## src/rtl/apb_pkg.sv

```systemverilog
// Shared definitions for the APB register slave: FSM state encoding, register
// index constants, the default identification word and the address-error rule.
package apb_pkg;

  typedef enum logic [1:0] {
    StIdle  = 2'd0,
    StWait  = 2'd1,
    StReady = 2'd2
  } apb_state_e;

  localparam int unsigned NumDataRegs = 6;
  localparam logic [2:0]  REG_CNT     = 3'd6;
  localparam logic [2:0]  REG_ID      = 3'd7;
  localparam logic [31:0] ID_DEFAULT  = 32'hA9B0_0001;

  // An access errors when it falls outside the 32-byte window, is not word
  // aligned, or tries to write one of the read-only words.
  function automatic logic addr_err(input logic [31:0] addr, input logic write);
    logic ro_hit;
    ro_hit = (addr[4:2] == REG_CNT) || (addr[4:2] == REG_ID);
    return (addr[31:5] != '0) || (addr[1:0] != 2'b00) || (write && ro_hit);
  endfunction

endpackage

```

## src/rtl/apb_regfile.sv

```systemverilog
// Register file for the APB slave: six RW data words, a read-only write counter
// and a read-only identification word.
// Ports:
//   clk, rst_n  clock and asynchronous active-low reset
//   we          commit a write this cycle (also bumps the write counter)
//   widx, wdata word index and data of the write
//   ridx        word index to read
//   rdata       combinational read data for ridx
module apb_regfile
  import apb_pkg::*;
#(
  parameter logic [31:0] ID_VALUE = ID_DEFAULT
) (
  input  logic        clk,
  input  logic        rst_n,
  input  logic        we,
  input  logic [2:0]  widx,
  input  logic [31:0] wdata,
  input  logic [2:0]  ridx,
  output logic [31:0] rdata
);

  logic [31:0] data_q [NumDataRegs];
  logic [31:0] wr_cnt_q;

  always_ff @(posedge clk or negedge rst_n) begin
    if (!rst_n) begin
      for (int i = 0; i < NumDataRegs; i++) begin
        data_q[i] <= '0;
      end
      wr_cnt_q <= '0;
    end else if (we) begin
      for (int i = 0; i < NumDataRegs; i++) begin
        if (widx == 3'(i)) begin
          data_q[i] <= wdata;
        end
      end
      // Wraps naturally from all-ones to zero.
      wr_cnt_q <= wr_cnt_q + 32'd1;
    end
  end

  always_comb begin
    rdata = '0;
    for (int i = 0; i < NumDataRegs; i++) begin
      if (ridx == 3'(i)) begin
        rdata = data_q[i];
      end
    end
    if (ridx == REG_CNT) begin
      rdata = wr_cnt_q;
    end
    if (ridx == REG_ID) begin
      rdata = ID_VALUE;
    end
  end

endmodule

```

## src/rtl/apb_slave_regs.sv

```systemverilog
// APB slave with a small register map and a programmable number of wait states.
// Parameters:
//   WAIT_CYCLES  access-phase cycles with pready low before pready high (0..15)
//   ID_VALUE     read-only identification word at index 7
// Ports:
//   clk, rst_n             clock and asynchronous active-low reset
//   psel, penable, pwrite  APB control from the requester
//   paddr, pwdata          byte address and write data
//   prdata                 registered read data, valid while pready on a read
//   pready                 transfer complete
//   pslverr                error response, valid only while pready
module apb_slave_regs
  import apb_pkg::*;
#(
  parameter int unsigned WAIT_CYCLES = 1,
  parameter logic [31:0] ID_VALUE    = ID_DEFAULT
) (
  input  logic        clk,
  input  logic        rst_n,
  input  logic        psel,
  input  logic        penable,
  input  logic        pwrite,
  input  logic [31:0] paddr,
  input  logic [31:0] pwdata,
  output logic [31:0] prdata,
  output logic        pready,
  output logic        pslverr
);

  localparam logic [3:0] WaitLoad = 4'(WAIT_CYCLES);

  apb_state_e  state_q, state_d;
  logic [3:0]  cnt_q, cnt_d;
  logic [31:0] addr_q, wdata_q, prdata_q, prdata_d;
  logic        write_q;
  logic        capture, load_rdata, commit;

  logic [31:0] rd_addr, rf_rdata;
  logic        rd_write, rd_err, cur_err;

  // With zero wait states READY is entered on the setup edge itself, before the
  // address is captured, so the read path looks at the live bus in IDLE.
  assign rd_addr  = (state_q == StIdle) ? paddr : addr_q;
  assign rd_write = (state_q == StIdle) ? pwrite : write_q;
  assign rd_err   = addr_err(rd_addr, rd_write);
  assign cur_err  = addr_err(addr_q, write_q);

  always_comb begin
    state_d    = state_q;
    cnt_d      = cnt_q;
    capture    = 1'b0;
    load_rdata = 1'b0;
    commit     = 1'b0;
    unique case (state_q)
      StIdle: begin
        if (psel && !penable) begin
          capture = 1'b1;
          cnt_d   = WaitLoad;
          if (WaitLoad == 4'd0) begin
            state_d    = StReady;
            load_rdata = !pwrite;
          end else begin
            state_d = StWait;
          end
        end
      end
      StWait: begin
        if (!psel) begin
          state_d = StIdle;
        end else begin
          cnt_d = cnt_q - 4'd1;
          if (cnt_q == 4'd1) begin
            state_d    = StReady;
            load_rdata = !write_q;
          end
        end
      end
      StReady: begin
        state_d = StIdle;
        commit  = psel && penable && write_q && !cur_err;
      end
      default: state_d = StIdle;
    endcase
  end

  always_comb begin
    prdata_d = prdata_q;
    if (load_rdata) begin
      prdata_d = rd_err ? 32'h0 : rf_rdata;
    end
  end

  always_ff @(posedge clk or negedge rst_n) begin
    if (!rst_n) begin
      state_q  <= StIdle;
      cnt_q    <= '0;
      addr_q   <= '0;
      wdata_q  <= '0;
      write_q  <= 1'b0;
      prdata_q <= '0;
    end else begin
      state_q  <= state_d;
      cnt_q    <= cnt_d;
      prdata_q <= prdata_d;
      if (capture) begin
        addr_q  <= paddr;
        wdata_q <= pwdata;
        write_q <= pwrite;
      end
    end
  end

  apb_regfile #(
    .ID_VALUE(ID_VALUE)
  ) u_regfile (
    .clk  (clk),
    .rst_n(rst_n),
    .we   (commit),
    .widx (addr_q[4:2]),
    .wdata(wdata_q),
    .ridx (rd_addr[4:2]),
    .rdata(rf_rdata)
  );

  assign prdata  = prdata_q;
  assign pready  = (state_q == StReady);
  assign pslverr = (state_q == StReady) && cur_err;

endmodule

```

## config.mk

```make
export PLATFORM = sky130hd
export DESIGN_NAME = apb_slave_regs
export DESIGN_NICKNAME = d
export VERILOG_FILES = /design/src/rtl/apb_pkg.sv /design/src/rtl/apb_regfile.sv /design/src/rtl/apb_slave_regs.sv
export SDC_FILE = /design/constraint.sdc
export NUM_CORES = 1
export LEC_CHECK = 0
export CAP_MARGIN = 10
export CORE_ASPECT_RATIO = 1.2
export CORE_MARGIN = 4
export CORE_UTILIZATION = 55
export DETAILED_ROUTE_END_ITERATION = 8
export PLACE_DENSITY = 0.82
export SYNTH_ARGS = -nofsm -noshare
export SYNTH_HDL_FRONTEND = slang
export SYNTH_SLANG_ARGS = --single-unit
```

## constraint.sdc

```tcl
create_clock -name clk -period 2.6 [get_ports clk]
set_input_delay 0.52 -clock clk [delete_from_list [all_inputs] [get_ports clk]]
set_output_delay 0.52 -clock clk [all_outputs]
set_load 0.005 [all_outputs]
```

# Word level (Yosys, flattened, before mapping)
# Cells that the tools add are included.
# Widths: inputs -> output; s select.
dict set report word_totals {
  word_cells 91
  in_bits 69
  ff_bits 327
  output_inout_bits 34
}
dict set report op_classes {
  n_mux 24
  n_addsub 2
  eq_ne 20
  n_reduce_logical 32
}
# op n
set ops {}
lappend ops {{$mux 32} 10}
lappend ops {{$reduce_bool 27->1} 2}
lappend ops {{$add 32x1->32 const B} 1}
lappend ops {{$eq 3x3->1 const B} 8}
lappend ops {{$reduce_and 2->1} 7}
lappend ops {{$eq 3x2->1 const B} 4}
lappend ops {{$mux 4} 2}
lappend ops {{$pmux 4 s2} 1}
lappend ops {{$logic_and 1x1->1} 7}
lappend ops {{$mux 1} 7}
lappend ops {{$eq 3x1->1 const B} 2}
lappend ops {{$logic_not 3->1} 2}
lappend ops {{$logic_or 1x1->1} 6}
lappend ops {{$mux 2} 3}
lappend ops {{$reduce_bool 2->1} 3}
lappend ops {{$eq 4x1->1 const B} 1}
lappend ops {{$pmux 2 s2} 1}
lappend ops {{$sub 4x1->4 const B} 1}
lappend ops {{$logic_not 1->1} 3}
lappend ops {{$ne 3x3->1 const B} 1}
lappend ops {{$reduce_and 3->1} 1}
lappend ops {{$eq 2x1->1 const B} 1}
lappend ops {{$eq 2x2->1 const B} 1}
lappend ops {{$logic_not 2->1} 1}
lappend ops {{2 further kinds} 2}

# Longest topological paths before layout
dict set report depth {
  word_depth 12
  depth_mapped 9
  ltp_nobuf 7
}

# By module
# From an unflattened synthesis, not the netlist that was laid out.
dict set report unflattened {
  hier_cells 1086
  area_unflattened_um2 14637.8
}
# mod n_inst cells_each seq_area_each_um2 area_per_inst_um2
set modules_own_cells {}
lappend modules_own_cells {apb_regfile 1 817 5605.4 10558.9}
lappend modules_own_cells {apb_slave_regs 1 269 2577.5 4078.9}

# Worst setup path after synthesis
# OpenSTA, ideal clock, no wires.
dict set report synth_path {
  path_type {input -> register}
  startpoint {input paddr[3]}
  endpoint {register prdata_q[10] (netlist: prdata[10])}
  required_time_ns 2.473
  path_stages 8
  path_buffers 3
  setup_ns 0.127
  setup_slack_ns 0.451
  t_arrival_ns 2.022
  cell_sequence {buf_1 > or4b_1 > o21ai_1 > and2_0 > clkbuf_1 > buf_2 > a211oi_1 > a2bb2oi_1}
}
dict set report synth_between {
  elab_chain_cells 11
  elab_cells_between_ends 21
  classes_between {eq/ne (7); mux (10); reduce/logical (4)}
}
# element line_no
set synth_lines {}
lappend synth_lines {{start, declared} apb_slave_regs.sv:23} ;# input logic [31:0] paddr,
lappend synth_lines {{$mux 32 (*)} apb_slave_regs.sv:43} ;# assign rd_addr = (state_q == StIdle) ? paddr : addr_q;
lappend synth_lines {{$logic_not 3->1} apb_regfile.sv:46} ;# if (ridx == 3'(i)) begin
lappend synth_lines {{$mux 32 (6 in a row)} apb_regfile.sv:46}
lappend synth_lines {{$mux 32} apb_regfile.sv:50} ;# if (ridx == REG_CNT) begin
lappend synth_lines {{$mux 32} apb_regfile.sv:53} ;# if (ridx == REG_ID) begin
lappend synth_lines {{$mux 32 (*)} apb_slave_regs.sv:89} ;# prdata_d = rd_err ? 32'h0 : rf_rdata;
lappend synth_lines {{end signal, assigned} apb_slave_regs.sv:104} ;# prdata_q <= prdata_d;
lappend synth_lines {{end, declared} apb_slave_regs.sv:34} ;# logic [31:0] addr_q, wdata_q, prdata_q, prdata_d;
# Every way passes the cells marked *; elsewhere a longest branch is shown, timed or not.
# A chain may end at the register's enable or synchronous reset.

# Final worst setup path
dict set report layout_path {
  startpoint {register state_q[0]}
  endpoint {output pready}
}
dict set report layout_between {
  elab_chain_cells 1
}
# element line_no
set layout_lines {}
lappend layout_lines {{start, declared} apb_slave_regs.sv:32} ;# apb_state_e state_q, state_d;
lappend layout_lines {{start signal, assigned} apb_slave_regs.sv:95} ;# state_q <= StIdle;
lappend layout_lines {{start signal, assigned} apb_slave_regs.sv:102} ;# state_q <= state_d;
lappend layout_lines {{$eq 2x2->1} apb_slave_regs.sv:126} ;# assign pready = (state_q == StReady);
lappend layout_lines {{end, declared} apb_slave_regs.sv:26} ;# output logic pready,
# No other way between the ends.

==> summary.md <==
| Metric | Value |
|---|---|
| Final Core Density | `0.679` |
| Routed vias | `10399` |
| Total gr overflow | `0` |
| Vias in the first global route | `10986` |
| Clock sink count | `between 300 and 400` |
| Final instance area | `18100 um2` |
| FMAX | `403 MHz` |
| Min-delay worst type | `reg2reg` |
| Leak | `8.36 nW` |
| Num CTS Buffers | `34` |
| Cell Rows | `65` |
| Maximum VDD drop | `between 0.0005 and 0.0006 V` |
| Avg Vias per Cell | `approximately 6.3` |
| Synth top area share | `0.547` |
| CTS max path bufs | `3` |
| Final Hold Vio Count | `0` |
| Post-synth EDFFs | `0` |
| Post-Syn Area | `15000 um2` |
| Initial core utilization | `0.563` |
| Ys Warns | `0` |
| Crit share post-route | `0.956` |
| MaxCap Viol Count | `0` |
| Final GP Congestion | `0.829` |
| Maximum clock skew at final layout | `18.8 ps` |
| Wire per inst | `22.6 um` |
| Layout cells sized above 1 | `0.306` |
| Async SR Flop Fraction | `1.00` |
| N_diodes | `0` |
| Synth Net Count | `1231` |
| WL final | `37200 um` |
| Clk pin slew, worst setup/hold paths | `60 ps` |
| Total Routing Usage GR | `0.253` |
| Final HPWL DP | `approximately 23000 um` |
| Post-synth top area cell | `dfrtp_1` |
| Cell Area, Placed | `16800 um2` |
| Final antenna-violating net count | `0` |
| DRC violation total after the first TritonRoute iteration | `818` |
| DIE HEIGHT | `189 um` |
| Place WS | `-25.0 ps` |
| Area Overhead vs Synth | `20.7%` |
| Port Buf Inserts | `102` |
| RSZ-0062 raised after global routing | `false` |
| Syn Inst Count | `1159` |
| Clock latency on the worst-skew pair | `slightly above 500 ps` |
| Worst EP required | `2080 ps` |
| Die Span X | `159 um` |
| Post-synthesis register bit count | `roughly 330` |
| Worst Setup Slack, final | `116 ps` |
| Min Clock Period, post-route | `between 2000 and 2500 ps` |
| Power Density | `765 nW/um2` |
| Max H-tree Level | `2` |
| Seq/Total Area, Yosys | `0.547` |
| Data arrival, critical path | `1960 ps` |
| Synth area leaders | `dfrtp_1 (55%), mux2_2 (17%), mux2_4 (3.0%)` |
| Worst-path fanout max | `11` |
| CTS tree | `done` |
| First-pass GRT wire length | `60100 um` |
| Status | `finished, final reports clean` |
| Crit path kind | `reg2out` |
| TNS Setup | `0 ps` |
| Worst Tran Pin Value | `a little over 800 ps` |
| Count of cell types in the netlist | `62` |
| CTS root buf | `clkbuf_16` |
| Syn avg cell area | `12.9 um2` |
| Total Nets Final | `1358` |
| DR pass1 iterations | `5` |
| Slew margin rel. | `0.444` |
| Initial antenna violation count | `0` |
| Crit path launch type | `flop` |
| CP endpoint kind | `output pin` |
| Final setup fails | `0` |
| DRC viols | `0` |
| IO Count | `103` |
| Pin count of the biggest net entering global routing | `68` |
| Die footprint | `between 20000 and 30000 um2` |
| CORE AREA | `approximately 27000 um2` |
| Primary FF master, synth | `dfrtp_1` |
| Slew Limit Fails | `0` |
[state kept, by name, indices dropped and copies added, names as in the netlist]
register and cells:
u_regfile.data_q 192, addr_q 32, prdata 32, u_regfile.wr_cnt_q 32, wdata_q 32, cnt_q 4, state_q 2, write_q 1
[cell usage after synthesis (3+ instances only)]
| cell | count |
|---|---|
| buf_2 | 27 |
| xor2_1 | 4 |
| or3_1 | 3 |
| o2111a_1 | 8 |
| nand2_2 | 3 |
| mux2_1 | 8 |
| o21ai_1 | 3 |
| o21ai_0 | 23 |
| nor2_1 | 39 |
| and3_1 | 10 |
| buf_4 | 4 |
| a21o_1 | 25 |
| a211oi_1 | 22 |
| nand3_1 | 42 |
| nand2_1 | 45 |
| xnor2_1 | 29 |
| a22oi_1 | 38 |
| ha_1 | 3 |
| buf_6 | 3 |
| o211ai_1 | 24 |
| nand4_1 | 15 |
| mux2_2 | 224 |
| o31ai_1 | 8 |
| nor4_1 | 17 |
| mux2_4 | 30 |
| inv_1 | 7 |
| nand3b_1 | 4 |
| nand2b_1 | 6 |
| nor3b_1 | 3 |
| mux2i_1 | 24 |
| a2bb2oi_1 | 22 |
| buf_1 | 3 |
| nor3_1 | 4 |
| dfrtp_1 | 327 |
| and4_1 | 5 |
| clkbuf_1 | 42 |
| o2111ai_1 | 22 |
[critical path, cell delays in order, from the launching register on]
cell             delay, ps
dfrtp_1                520
nand2b_1               290
inv_1                  140
clkdlybuf4s50_1        520
[per-stage QoR]
stage | std cells | power, mW | hold WS, ps
final | 1643 | 13.8 | 493
after global placement | 1581 | 8.71 | 462
after floorplan | 1159 | 7.60 | 224
after global routing | 1643 | 14.4 | 504
after detailed placement | 1581 | 8.83 | 481
after CTS | 1643 | 13.9 | 494
[placed cells by master, fill, tap and decap left out, types with 4 or more instances in the layout]
cell             count
nand2_1             45
xor2_1               4
mux2i_1             23
a22oi_1             38
mux2_2             224
nor4_1              14
buf_4               46
o21ai_0             22
clkbuf_16           35
and4_1               5
mux2_1               8
nor3_2               4
dfrtp_1            327
o2111ai_1           22
xnor2_1             29
a21o_1              25
o211ai_1            24
mux2_4              30
a211oi_1            22
nand2b_1             6
clkdlybuf4s50_1    100
nor2_1              38
clkbuf_1             4
a2bb2oi_1           22
nand3_1             42
and3_1              10
buf_12              21
clkbuf_8            10
o2111a_1             8
o31ai_1              8
inv_1                7
nand3b_1             4
nand4_1             15
[report_power, final]
group / leakage, nW / internal (mW) / total, mW / switching [mW]
combinational: 3.37 / 1.22 / 2.67 / 1.46
clock: 0.574 / 3.05 / 5.03 / 1.97
sequential: 4.42 / 5.52 / 6.13 / 0.610
[layout make-up]
cell class / instances / area (um2)
clock buffer: 49 / 1030
clock inverter: 9 / 141
fill: 1803 / 8520
inverter: 7 / 26.3
multi-input combinational: 746 / 6470
sequential: 327 / 8180
tap: 335 / 419
timing repair buffer: 170 / 1800
[what timing repair did]
| action | CTS | global route |
|---|---|---|
| setup buffers | 3 | 0 |
| setup endpoints to repair | 1 | 33 |
| endpoints found under the hold margin | 52 | 0 |
| hold buffers | 1 | 0 |
| resized for setup | 4 | 3 |
| pin swaps | 4 | 2 |
[routing by layer]
layer	vias up	track usage	part of all wire	wire length, um
li1	4571	-	-	-
met1	5367	0.345	0.41	15300
met2	363	0.410	0.50	18500
met3	98	0.0503	0.065	2410
met4	0	0.0765	0.028	1030
met5	-	0	0	0
[final timing paths]
path,end,slack [ps],from,depth (start not counted)
max,pready,120,state_q[0],3
min,u_regfile.data_q[36],490,u_regfile.data_q[36],1
max reg2reg,u_regfile.data_q[113],140,addr_q[1],8
min reg2reg,u_regfile.data_q[36],490,u_regfile.data_q[36],1
max in group asynchronous,u_regfile.data_q[104],1290,rst_n,3
min in group asynchronous,prdata[26],560,rst_n,2
[cell families (layout without fill, tap and decap cells)]
| family | after synthesis | in the layout | synth area share |
|---|---|---|---|
| flip-flops | 327 | 327 | 0.547 |
| multiplexers | 286 | 286 | 0.221 |
| AND/OR/NAND/NOR | 214 | 214 | 0.0766 |
| AO/OA/AOI/OAI | 210 | 210 | 0.108 |
| buffers and inverters | 86 | 235 | 0.0263 |
| XOR/XNOR | 33 | 33 | 0.0193 |
| adder cells (fa/ha/maj) | 3 | 3 | 0.00251 |
No activity file was read; power rests on OpenSTA's default activity.
